==> config.mk <==
export PLATFORM = sky130hd
export DESIGN_NAME = uart_tx
export DESIGN_NICKNAME = d
export VERILOG_FILES = /design/src/rtl/uart_tx.sv
export SDC_FILE = /design/constraint.sdc
export NUM_CORES = 1
export LEC_CHECK = 0
export CAP_MARGIN = 20
export CORE_UTILIZATION = 48
export DETAILED_ROUTE_END_ITERATION = 6
export PLACE_DENSITY = 0.7
export SKIP_LAST_GASP = 1
export SYNTH_ARGS = -nofsm -noshare
export SYNTH_HDL_FRONTEND = slang
export SYNTH_SLANG_ARGS = --single-unit
==> constraint.sdc <==
create_clock -name clk -period 2.37 [get_ports clk]
set_clock_uncertainty 0.1 [all_clocks]
set_input_delay 0.237 -clock clk [delete_from_list [all_inputs] [get_ports clk]]
set_output_delay 0.237 -clock clk [all_outputs]
set_load 0.01 [all_outputs]
==> src/rtl/uart_tx.sv <==
// UART transmitter (LSB first, 1 start, DATA_BITS data, STOP_BITS stop) with a one-byte holding register.
// Outputs registered; next start bit follows the last stop cycle directly; writes while full are dropped (sticky overrun).
module uart_tx #(
    parameter int CLKS_PER_BIT = 5208,
    parameter int DATA_BITS    = 8,
    parameter int STOP_BITS    = 1
) (
    input  logic       clk,
    input  logic       rst,
    input  logic [7:0] w_data,
    input  logic       write_enable,
    output logic       tx,
    output logic       tx_busy,
    output logic       tx_full,
    output logic       tx_done,
    output logic       tx_overrun
);

    localparam int CNT_W   = $clog2(CLKS_PER_BIT);
    localparam int IDX_MAX = (DATA_BITS > STOP_BITS) ? DATA_BITS : STOP_BITS;
    localparam int IDX_W   = (IDX_MAX > 1) ? $clog2(IDX_MAX) : 1;

    localparam logic [CNT_W-1:0] CNT_LAST  = CNT_W'(CLKS_PER_BIT - 1);
    localparam logic [IDX_W-1:0] DATA_LAST = IDX_W'(DATA_BITS - 1);
    localparam logic [IDX_W-1:0] STOP_LAST = IDX_W'(STOP_BITS - 1);

    typedef enum logic [1:0] {
        S_IDLE,
        S_START,
        S_DATA,
        S_STOP
    } state_t;

    state_t               state_q, state_d;
    logic [CNT_W-1:0]     cnt_q, cnt_d;
    logic [IDX_W-1:0]     idx_q, idx_d;
    logic [DATA_BITS-1:0] shift_q, shift_d;
    logic [DATA_BITS-1:0] hold_q, hold_d;
    logic                 full_q, full_d;
    logic                 ovr_q, ovr_d;
    logic                 tx_q, tx_d;
    logic                 busy_q, busy_d;
    logic                 done_q, done_d;
    logic                 bit_end;
    logic                 load;
    logic                 frame_end;

    // State register: outputs are registered copies of the next-state decode.
    always_ff @(posedge clk or negedge rst) begin
        if (!rst) begin
            state_q <= S_IDLE;
            cnt_q   <= '0;
            idx_q   <= '0;
            shift_q <= '0;
            hold_q  <= '0;
            full_q  <= 1'b0;
            ovr_q   <= 1'b0;
            tx_q    <= 1'b1;
            busy_q  <= 1'b0;
            done_q  <= 1'b0;
        end else begin
            state_q <= state_d;
            cnt_q   <= cnt_d;
            idx_q   <= idx_d;
            shift_q <= shift_d;
            hold_q  <= hold_d;
            full_q  <= full_d;
            ovr_q   <= ovr_d;
            tx_q    <= tx_d;
            busy_q  <= busy_d;
            done_q  <= done_d;
        end
    end

    always_comb begin
        state_d   = state_q;
        cnt_d     = cnt_q;
        idx_d     = idx_q;
        shift_d   = shift_q;
        load      = 1'b0;
        frame_end = 1'b0;
        bit_end   = (cnt_q == CNT_LAST);
        case (state_q)
            S_IDLE: begin
                if (full_q) begin
                    load    = 1'b1;
                    state_d = S_START;
                    cnt_d   = '0;
                end
            end
            S_START: begin
                if (bit_end) begin
                    state_d = S_DATA;
                    cnt_d   = '0;
                    idx_d   = '0;
                end else begin
                    cnt_d = cnt_q + CNT_W'(1);
                end
            end
            S_DATA: begin
                if (bit_end) begin
                    cnt_d   = '0;
                    shift_d = shift_q >> 1;
                    if (idx_q == DATA_LAST) begin
                        state_d = S_STOP;
                        idx_d   = '0;
                    end else begin
                        idx_d = idx_q + IDX_W'(1);
                    end
                end else begin
                    cnt_d = cnt_q + CNT_W'(1);
                end
            end
            S_STOP: begin
                if (bit_end) begin
                    cnt_d = '0;
                    if (idx_q == STOP_LAST) begin
                        frame_end = 1'b1;
                        idx_d     = '0;
                        // A queued byte starts immediately, with no idle bit in between.
                        if (full_q) begin
                            load    = 1'b1;
                            state_d = S_START;
                        end else begin
                            state_d = S_IDLE;
                        end
                    end else begin
                        idx_d = idx_q + IDX_W'(1);
                    end
                end else begin
                    cnt_d = cnt_q + CNT_W'(1);
                end
            end
            default: state_d = S_IDLE;
        endcase
        if (load) begin
            shift_d = hold_q;
        end
    end

    // A write in the transfer cycle still sees the register full and is dropped.
    always_comb begin
        full_d = full_q;
        hold_d = hold_q;
        ovr_d  = ovr_q;
        if (load) begin
            full_d = 1'b0;
        end
        if (write_enable) begin
            if (full_q) begin
                ovr_d = 1'b1;
            end else begin
                full_d = 1'b1;
                hold_d = w_data[DATA_BITS-1:0];
            end
        end
    end

    always_comb begin
        tx_d   = 1'b1;
        busy_d = 1'b1;
        done_d = frame_end;
        case (state_d)
            S_IDLE:  busy_d = 1'b0;
            S_START: tx_d   = 1'b0;
            S_DATA:  tx_d   = shift_d[0];
            default: tx_d   = 1'b1;
        endcase
    end

    assign tx         = tx_q;
    assign tx_busy    = busy_q;
    assign tx_full    = full_q;
    assign tx_done    = done_q;
    assign tx_overrun = ovr_q;

endmodule

==> results by group <==
Detailed routing
  • Detailed route wirelength on metal2: 2.03 mm
  • Initial DRC count: 68
  • Uppermost signal routing layer after detailed routing: met4
  • Wire length on met3: 129 µm
  • ANT nets after route: 0
  • Total via count in the routed design: around 1.5k
  • Drt wl/cell: roughly 15 µm
  • Routed WL: between 4 and 5 mm
  • Met1 WL: 1.83 mm
  • DRC viols: 0
  • First-pass detailed-route iteration total: 4
  • Avg Vias per Cell: 5.70

Worst setup path
  • Worst Path Max Fanout: 5
  • Worst reg2reg setup slack: between 100 and 150 ps
  • Critical Path End Type: flip-flop
  • Worst path buffer plus inverter count: 0
  • CP Class: reg2reg
  • Slowest cell delay on critical path: 410 ps
  • CP cell instances: ha_1, and4b_2, and3_1, a21oi_1, a2111oi_2, o21a_1, mux2i_1
  • Data arrival at the endpoint of the critical path: around 2300 ps
  • Data required time of the critical path: roughly 2500 ps
  • Critical Path Source Type: flip-flop
  • Slowest stage cell on the critical path: sky130_fd_sc_hd__dfrtp_1
  • Gate family responsible for the most delay along the worst path: compound AO/OA/AOI/OAI gates

STA
  • Final critical-path required period: 2220 ps
  • Final Setup Violations: 0
  • Final max-slew violation count: 0
  • Fmax: 450 MHz
  • RSZ-0062 raised after global routing: false
  • Final period utilization: a little over nine tenths
  • Least-Margin Pin Slew: about 860 ps
  • Post-route setup TNS: 0 ps
  • Worst slew margin relative to its limit: 42.6%
  • Final Hold Fails: 0

GRT
  • Antenna violations before repair: 0
  • Pin count of the biggest net entering global routing: 40
  • Number of global-route vias before repair: roughly 1.5k
  • Overflow after GRT: 0
  • Overall fraction of global-route tracks in use: 20.6%
  • Global-route wire length before repair: 6.75 mm

Pwr
  • Cell area power density: between 1000 and 1500 nW/µm²
  • LEAKAGE: 1.08 nW
  • Worst-case vdd ir drop: 0.444 mV

Synth
  • Share of flip-flops with an asynchronous set or reset after synthesis: 100%
  • Dominant cell by count in the synthesized netlist: sky130_fd_sc_hd__dfrtp_1
  • Synth Area per Inst: 10.2 µm²
  • Top cells by instance count after synthesis: sky130_fd_sc_hd__dfrtp_1 (38), sky130_fd_sc_hd__o21ai_0 (27), sky130_fd_sc_hd__nand2_1 (21)
  • Count of flip-flops with a built-in enable after synthesis: 0
  • Count of state elements after synthesis: 39
  • Post-synth top flop: sky130_fd_sc_hd__dfrtp_1
  • Number of distinct library cells after synthesis: between 40 and 50
  • Number of nets produced by synthesis: 218
  • Number of instances in the synthesized netlist: 198
  • Fraction of the yosys area taken by sequential cells: approximately half
  • Top cells by area, synth: sky130_fd_sc_hd__dfrtp_1 (47%), sky130_fd_sc_hd__o21ai_0 (6.7%), sky130_fd_sc_hd__ha_1 (5.6%), sky130_fd_sc_hd__mux2_2 (5.6%), sky130_fd_sc_hd__nand2_1 (3.9%)
  • Synth warnings: 0
  • Combined area of all synthesized cells: a little over 2000 µm²
  • Share of Yosys cell area claimed by the top area cell type: 47.2%
  • Largest area contributor in the netlist: sky130_fd_sc_hd__dfrtp_1

CTS
  • Clk Tree Root Cell: sky130_fd_sc_hd__clkbuf_8
  • Clock Latency Late Sink: slightly below 300 ps
  • Worst-case clock buffer depth: 2
  • Level count of the clock H-tree: 2
  • Number of buffers created by CTS: 5
  • TritonCTS clock tree: built
  • CTS clk-pin slew, worst paths: about 80 ps
  • Total number of clock tree sinks: 39

Place
  • Sum of net half-perimeters after detailed placement: between 2 and 3 mm
  • Buffers on Ports: 15
  • Final GP Congestion: 0.913

Floorplan
  • Starting utilization of the core area: 50.0%
  • Top-level port count: 16
  • Die Height: 66.8 µm
  • Area of the core: 4030 µm²
  • Overall die width: around 67 µm
  • Area enclosed by the die boundary: about 4500 µm²
  • Number of placement rows: 23

Layout
  • # diodes: 0
  • Final layout net count: 240
  • Fraction of final layout cells with drive strength greater than 1: 14.5%
  • Core Util, Final: 59.3%
  • Area added between synthesis and finish: 18.5%

Hold path
  • Hold crit path type: reg2reg

Status
  • Run status: complete, no violations

Job
  • Max-cap violation count: 0
-- final cells by class --
type / count / area, µm²
Fill cell: 359 / 1640
Sequential cell: 39 / 977
Clock buffer: 6 / 72.6
Clock inverter: 2 / 60.1
Tap cell: 50 / 62.6
Multi-Input combinational cell: 142 / 975
Timing Repair Buffer: 23 / 208
Inverter: 9 / 33.8
-- logic make-up after synthesis --
group,count (synthesis),synth area share [%]
AOI/OAI and AO/OA,50,15.1
xor gates and xnor gates,2,0.869
adders and majority gates,9,5.59
buffers and inverters,17,3.23
DFF,39,48.5
muxes,17,9.06
and+or+nand+nor,64,17.7
-- path summary, 6_finish.rpt --
kind,start,endpoint,cells past startpoint
setup / recovery,cnt_q[0],tx,7
hold reg to reg,tx_overrun,tx_overrun,1
min in group asynchronous,rst,idx_q[2],2
hold / removal,tx_overrun,tx_overrun,1
max in group asynchronous,rst,cnt_q[1],2
setup reg to reg,cnt_q[0],tx,7
-- sequential cells by signal, summed over array words and instances (netlist names) --
signal	flops
tx	1
tx_full	1
state_q	2
tx_done	1
idx_q	3
shift_q	8
hold_q	8
cnt_q	13
tx_busy	1
tx_overrun	1
-- report_power, final --
part           switching, mW  internal (mW)  leakage (nW)  total, mW
logic                  0.564          0.473         0.527       1.04
registers              0.144          0.891         0.491       1.03
clock network          0.230          0.421        0.0654      0.651
total                  0.937           1.78          1.08       2.72
-- metrics by stage --
step / hold slack [ps] / instance area [µm²] / power, mW / instances / setup slack, ps
floorplan: -159 / 2020 / 1.75 / 198 / 310
global placement: 293 / 2240 / 2.02 / 261 / 220
detailed placement: 309 / 2240 / 2.08 / 261 / 116
CTS: 381 / 2380 / 2.74 / 270 / 106
global route: 388 / 2390 / 2.91 / 271 / 6.51
finish: 379 / 2390 / 2.72 / 271 / 149
-- placed cells by master, fill, tap and decap left out, types with 2 or more instances in the layout --
cell / count
sky130_fd_sc_hd__o31ai_1: 3
sky130_fd_sc_hd__clkbuf_8: 5
sky130_fd_sc_hd__inv_1: 9
sky130_fd_sc_hd__a21o_1: 2
sky130_fd_sc_hd__bufinv_16: 2
sky130_fd_sc_hd__clkdlybuf4s50_1: 14
sky130_fd_sc_hd__buf_4: 7
sky130_fd_sc_hd__dfrtp_1: 38
sky130_fd_sc_hd__nor2b_1: 4
sky130_fd_sc_hd__nand4_1: 2
sky130_fd_sc_hd__o21ai_0: 27
sky130_fd_sc_hd__mux2_2: 10
sky130_fd_sc_hd__ha_1: 9
sky130_fd_sc_hd__nand2b_1: 2
sky130_fd_sc_hd__nand3_1: 8
sky130_fd_sc_hd__nand2_1: 21
sky130_fd_sc_hd__nor3_1: 2
sky130_fd_sc_hd__mux2i_1: 7
sky130_fd_sc_hd__and3_1: 6
sky130_fd_sc_hd__a31oi_1: 5
sky130_fd_sc_hd__a21oi_1: 4
sky130_fd_sc_hd__nor2_1: 10
-- layer usage --
layer	vias up	track usage (%)
met5	-	0
met4	0	8.78
met3	6	5.31
met2	39	33.7
met1	748	25.4
li1	751	-
-- timing repair --
| action | 4_1_cts | 5_1_grt |
|---|---|---|
| endpoints found under the setup margin | 0 | 1 |
| buffers inserted | 0 | 1 |
| endpoints found under the hold margin | 38 | 0 |
| hold buffers | 1 | 0 |
| resized for setup | 0 | 1 |
No activity file was read; power rests on OpenSTA's default activity.
==> variant 1, RTL diff (same flow settings) <==
Re-encode `state_t` (4 states) as one-hot, 4 bits wide.
--- a/src/rtl/uart_tx.sv
+++ b/src/rtl/uart_tx.sv
@@ -24,11 +24,11 @@
     localparam logic [IDX_W-1:0] DATA_LAST = IDX_W'(DATA_BITS - 1);
     localparam logic [IDX_W-1:0] STOP_LAST = IDX_W'(STOP_BITS - 1);
 
-    typedef enum logic [1:0] {
-        S_IDLE,
-        S_START,
-        S_DATA,
-        S_STOP
+    typedef enum logic [3:0] {
+        S_IDLE  = 4'b0001,
+        S_START = 4'b0010,
+        S_DATA  = 4'b0100,
+        S_STOP  = 4'b1000
     } state_t;
 
     state_t               state_q, state_d;
Behaviour: no difference found for any inputs over 10 cycles, from zero or initial values and one cycle with rst low; not proved beyond that.
==> variant 1 against the unedited design <==
  * Worst hold slack worse by 400 ps
  * Wire length is 1.2% higher
  * Area after synthesis is 7.2% higher
  * Power is 21% lower
  * Highest routed layer unchanged
  * Worst setup slack better by 140 ps
  * Critical path depth is 3 lower
  * Cell area is 1.6% higher
  * The flow now finishes with violations (negative hold slack)
  * Critical path type unchanged
  * Sequential cell count is 2 higher
==> variant 1: results (changes against the unedited design) <==
status - finished, violations left
failing checks - negative hold slack
tap cells - 52 (+4.0%)
ranking of synthesized cells by area - dfrtp_1 (45%), o21ai_0 (4.4%), nand2_1 (4.0%)
sequential cell area - 0.00103 mm² (+5.3%)
placed cell count - 271 (+3.8%)
Routability Congestion - 0.828 (-9.3%)
xor/xnor share of the synthesized area - 0.0162 (+0.00752)
first-pass GRT wire length - 7130 µm (+5.7%)
GRT Overall Usage - 0.188 (-0.0181)
non-clk buf share - 0.0691 (-0.0178)
worst hold margin - -24.6 ps (-404 ps)
Signal inverters - 19 (+10)
layout cells sized above 1 - 0.115 (-0.0303)
routing usage on met3 - 0.0409 (-0.0121)
Final Hold Viols - 39 (+39)
largest net degree at the start of global routing - 42 (+5.0%)
compound-gate portion of the synthesized area - 0.186 (+0.0350)
routed vias - 1,627 (+5.4%)
Synth Area in Adders - 0.0232 (-0.0327)
number of fill cells in the layout - 387 (+7.8%)
net switching power figure - 0.732 mW (-22%)
cells after synthesis - 212 (+7.1%)
maximum fanout along the worst path - 9 (+4)
sequential share of the synthesized area - 0.476 (-0.00882)
final WL - 4100 µm (+1.2%)
met1 WL - 2100 µm (+15%)
#FFs+latches synth - 41 (+5.1%)
dpl ws - 278 ps (+162 ps)
footprint of the multi-input gates - 1000 µm² (+2.6%)
clk_buf instances - 7 (+1)
P_leak - 1.05 nW (-3.1%)
worst setup path start - cnt_q[8]
worst reg2reg path depth - 4 (-3)
nets - 241 (+0.42%)
Seq/total area - 0.424 (+0.0148)
routing usage on met1 - 0.284 (+0.0305)
Multi-In Gates - 141 (-0.70%)
worst-margin pin slew - 908 ps (+47.5 ps)
drt initial violations - 93 (+37%)
==> variant 1: cell count changes after synthesis, moves of 5 or more <==
cell / delta
a221o_1: +5
o221ai_1: +6
nor2_1: -7
nor3_1: +5
and3_1: -6
a31oi_1: -5
mux2_2: -9
a22o_1: +5
o21ai_0: -8
ha_1: -5
inv_1: +10
==> variant 1: final timing paths <==
kind / end / slack, ps
hold / removal: cnt_q[5] / -20
max in group asynchronous: cnt_q[0] / 1630
setup reg to reg: tx_busy / 280
setup / recovery: tx_busy / 280
min in group clk: tx_overrun / 360
hold reg to reg: tx_overrun / 360
==> variant 1: worst max-delay path, cell delays in order (launching register included) <==
cell     delay, ps
dfrtp_1        470
or4b_4         630
nor3_4         400
nand2_2        140
o31a_1         250
==> variant 1: power by group through the flow <==
stage	logic [mW]	clock network (mW)	registers, mW
3_5_place_dp	0.651	0	1.05
2_1_floorplan	0.476	0	1.02
6_report	0.646	0.474	1.04
4_1_cts	0.653	0.494	1.04
3_3_place_gp	0.639	0	1.05
5_1_grt	0.725	0.519	1.07
==> variant 2, RTL diff (config.mk and constraints unchanged) <==
Made on the original files. Change the parameter `CLKS_PER_BIT` from 5208 to 20832.
--- a/src/rtl/uart_tx.sv
+++ b/src/rtl/uart_tx.sv
@@ -1,7 +1,7 @@
 // UART transmitter (LSB first, 1 start, DATA_BITS data, STOP_BITS stop) with a one-byte holding register.
 // Outputs registered; next start bit follows the last stop cycle directly; writes while full are dropped (sticky overrun).
 module uart_tx #(
-    parameter int CLKS_PER_BIT = 5208,
+    parameter int CLKS_PER_BIT = 20832,
     parameter int DATA_BITS    = 8,
     parameter int STOP_BITS    = 1
 ) (
Check against the original RTL: same outputs for any inputs over 10 cycles, from zero or initial values and one cycle with rst low; that may be too few to reach the edited logic, so the function may still have changed.
==> variant 2 against the unedited design <==
  * Final cell count is 14% higher
  * Critical path type unchanged
  * Synthesized cell count is 11% higher
  * Cell area is 15% higher
  * Via count is 15% higher
  * Critical path depth stayed put
  * Non-clock buffer count is 17 higher
  * Power is 4.8% lower
  * Area after synthesis is 12% higher
  * Worst setup slack worse by 120 ps
  * Highest routed layer unchanged
  * Wire length is 13% higher
  * Sequential share of layout area is 3.4 points lower
  * Sequential cell count is 2 higher
  * Largest cell class is now multi-input gates
==> variant 2: results (changes against the unedited design) <==
sequential share of the synthesized area - 0.455 (-0.0299)
period utilization - 0.987 (+0.0500)
ranking of synthesized cells by area - dfrtp_1 (44%), o21ai_0 (6.4%), ha_1 (5.0%)
Max Root-Sink Buffers - 2 (unchanged)
Synth top cells by count - dfrtp_1 (40), o21ai_0 (29), nand2_1 (19)
first-pass GRT wire length - 7710 µm (+14%)
Synth Area in Adders - 0.0499 (-0.00600)
vias in the first global route - 1,664 (+9.8%)
largest stage delay on the critical path - 490 ps (+80 ps)
Cell variety after synth - 48 (+17%)
Net Count, Synth - 240 (+10%)
non-filler instance count after layout - 309 (+14%)
r2r endpoint - tx_busy
Largest regs - cnt_q: 15 flops, hold_q: 8 flops, shift_q: 8 flops
Worst R2R Setup Slack - 30 ps (-120 ps)
P_leak - 1.18 nW (+8.9%)
drt initial violations - 123 (+81%)
Slew HR - 0.409 (-0.0174)
Worst Path Arrival - 2410 ps (+70 ps)
dpl ws - 94.3 ps (-21.8 ps)
cells after synthesis - 220 (+11%)
placed cell count - 295 (+13%)
wire per inst - 14.8 µm (-0.81%)
xor/xnor share of the synthesized area - 0.00776 (-0.000934)
nets - 276 (+15%)
compound-gate portion of the synthesized area - 0.158 (+0.00706)
slowest stage cell, crit path - or3_2
mux contribution to synthesized area - 0.0842 (-0.00642)
hpwl dp - 3110 µm (+8.3%)
maximum fanout along the worst path - 6 (+1)
routed vias - 1,770 (+15%)
status - complete, no violations
largest net degree at the start of global routing - 42 (+5.0%)
Routability Congestion - 0.856 (-6.3%)
## variant 2: changes by cell type in the layout (fill, tap and decap cells not counted), sizes merged, moves of 3 or more
cell,delta
buf,+17
nor2,+5
nand4,+4
o41ai,+4
or2,+3
## variant 2: layout make-up
class / count / area (µm²)
Clock buffer: 5 / 68.8
Clock inverter: 3 / 46.3
Fill cell: 357 / 1700
Inverter: 9 / 33.8
Multi-Input combinational cell: 159 / 1160
Sequential cell: 41 / 1030
Tap cell: 52 / 65.1
Timing Repair Buffer: 40 / 335
## variant 2: metal layers
metal / up-vias / GRT usage / wire [µm]
met5: - / 0 / 0
met3: 9 / 0.0513 / 127
li1: 870 / - / -
met1: 870 / 0.277 / 2230
met4: 0 / 0.0622 / 68
met2: 21 / 0.302 / 2150
## variant 2: cells by family after synthesis
family / Yosys count
AO/OA/AOI/OAI: 55
XOR/XNOR: 2
adder cells (fa/ha/maj): 9
buffers and inverters: 20
flip-flops: 41
multiplexers: 17
AND/OR/NAND/NOR: 76
## variant 2: worst min path at each step
| stage | startpoint | end | slack (ps) | cells after the start |
|---|---|---|---|---|
| after floorplan | rst | cnt_q[0] | -160 | 0 |
| after global placement | rst | cnt_q[3] | 320 | 1 |
| after detailed placement | rst | cnt_q[3] | 320 | 1 |
| after CTS | tx_overrun | tx_overrun | 360 | 1 |
| after global routing | tx_overrun | tx_overrun | 380 | 1 |
| final | tx_overrun | tx_overrun | 360 | 1 |
## variant 2: critical path, delay by kind of cell, from the launching register on
kind            cells  cell delay, ps
simple gates        3            1010
flops               1             460
compound gates      2             280
fa+ha+maj           1             210
buf+inv             1             150
## variant 2: stage by stage
stage,total power [mW],utilization,instance area (µm²),setup TNS (ps)
CTS,2.55,0.606,2690,0
global placement,1.95,0.577,2570,0
detailed placement,1.97,0.577,2570,0
global route,2.77,0.617,2740,-26.5
finish,2.59,0.617,2740,0
floorplan,1.64,-,2270,-121
## variant 2: report_power, final
group | internal [mW] | switching, mW
logic | 0.494 | 0.498
registers | 0.901 | 0.121
clock network | 0.315 | 0.261
## variant 2: repair_timing
item,4_1_cts,5_1_grt
resized for setup,0,2
setup buffers,0,5
hold buffers,1,0
endpoints found under the setup margin,0,6
endpoints found under the hold margin,26,0
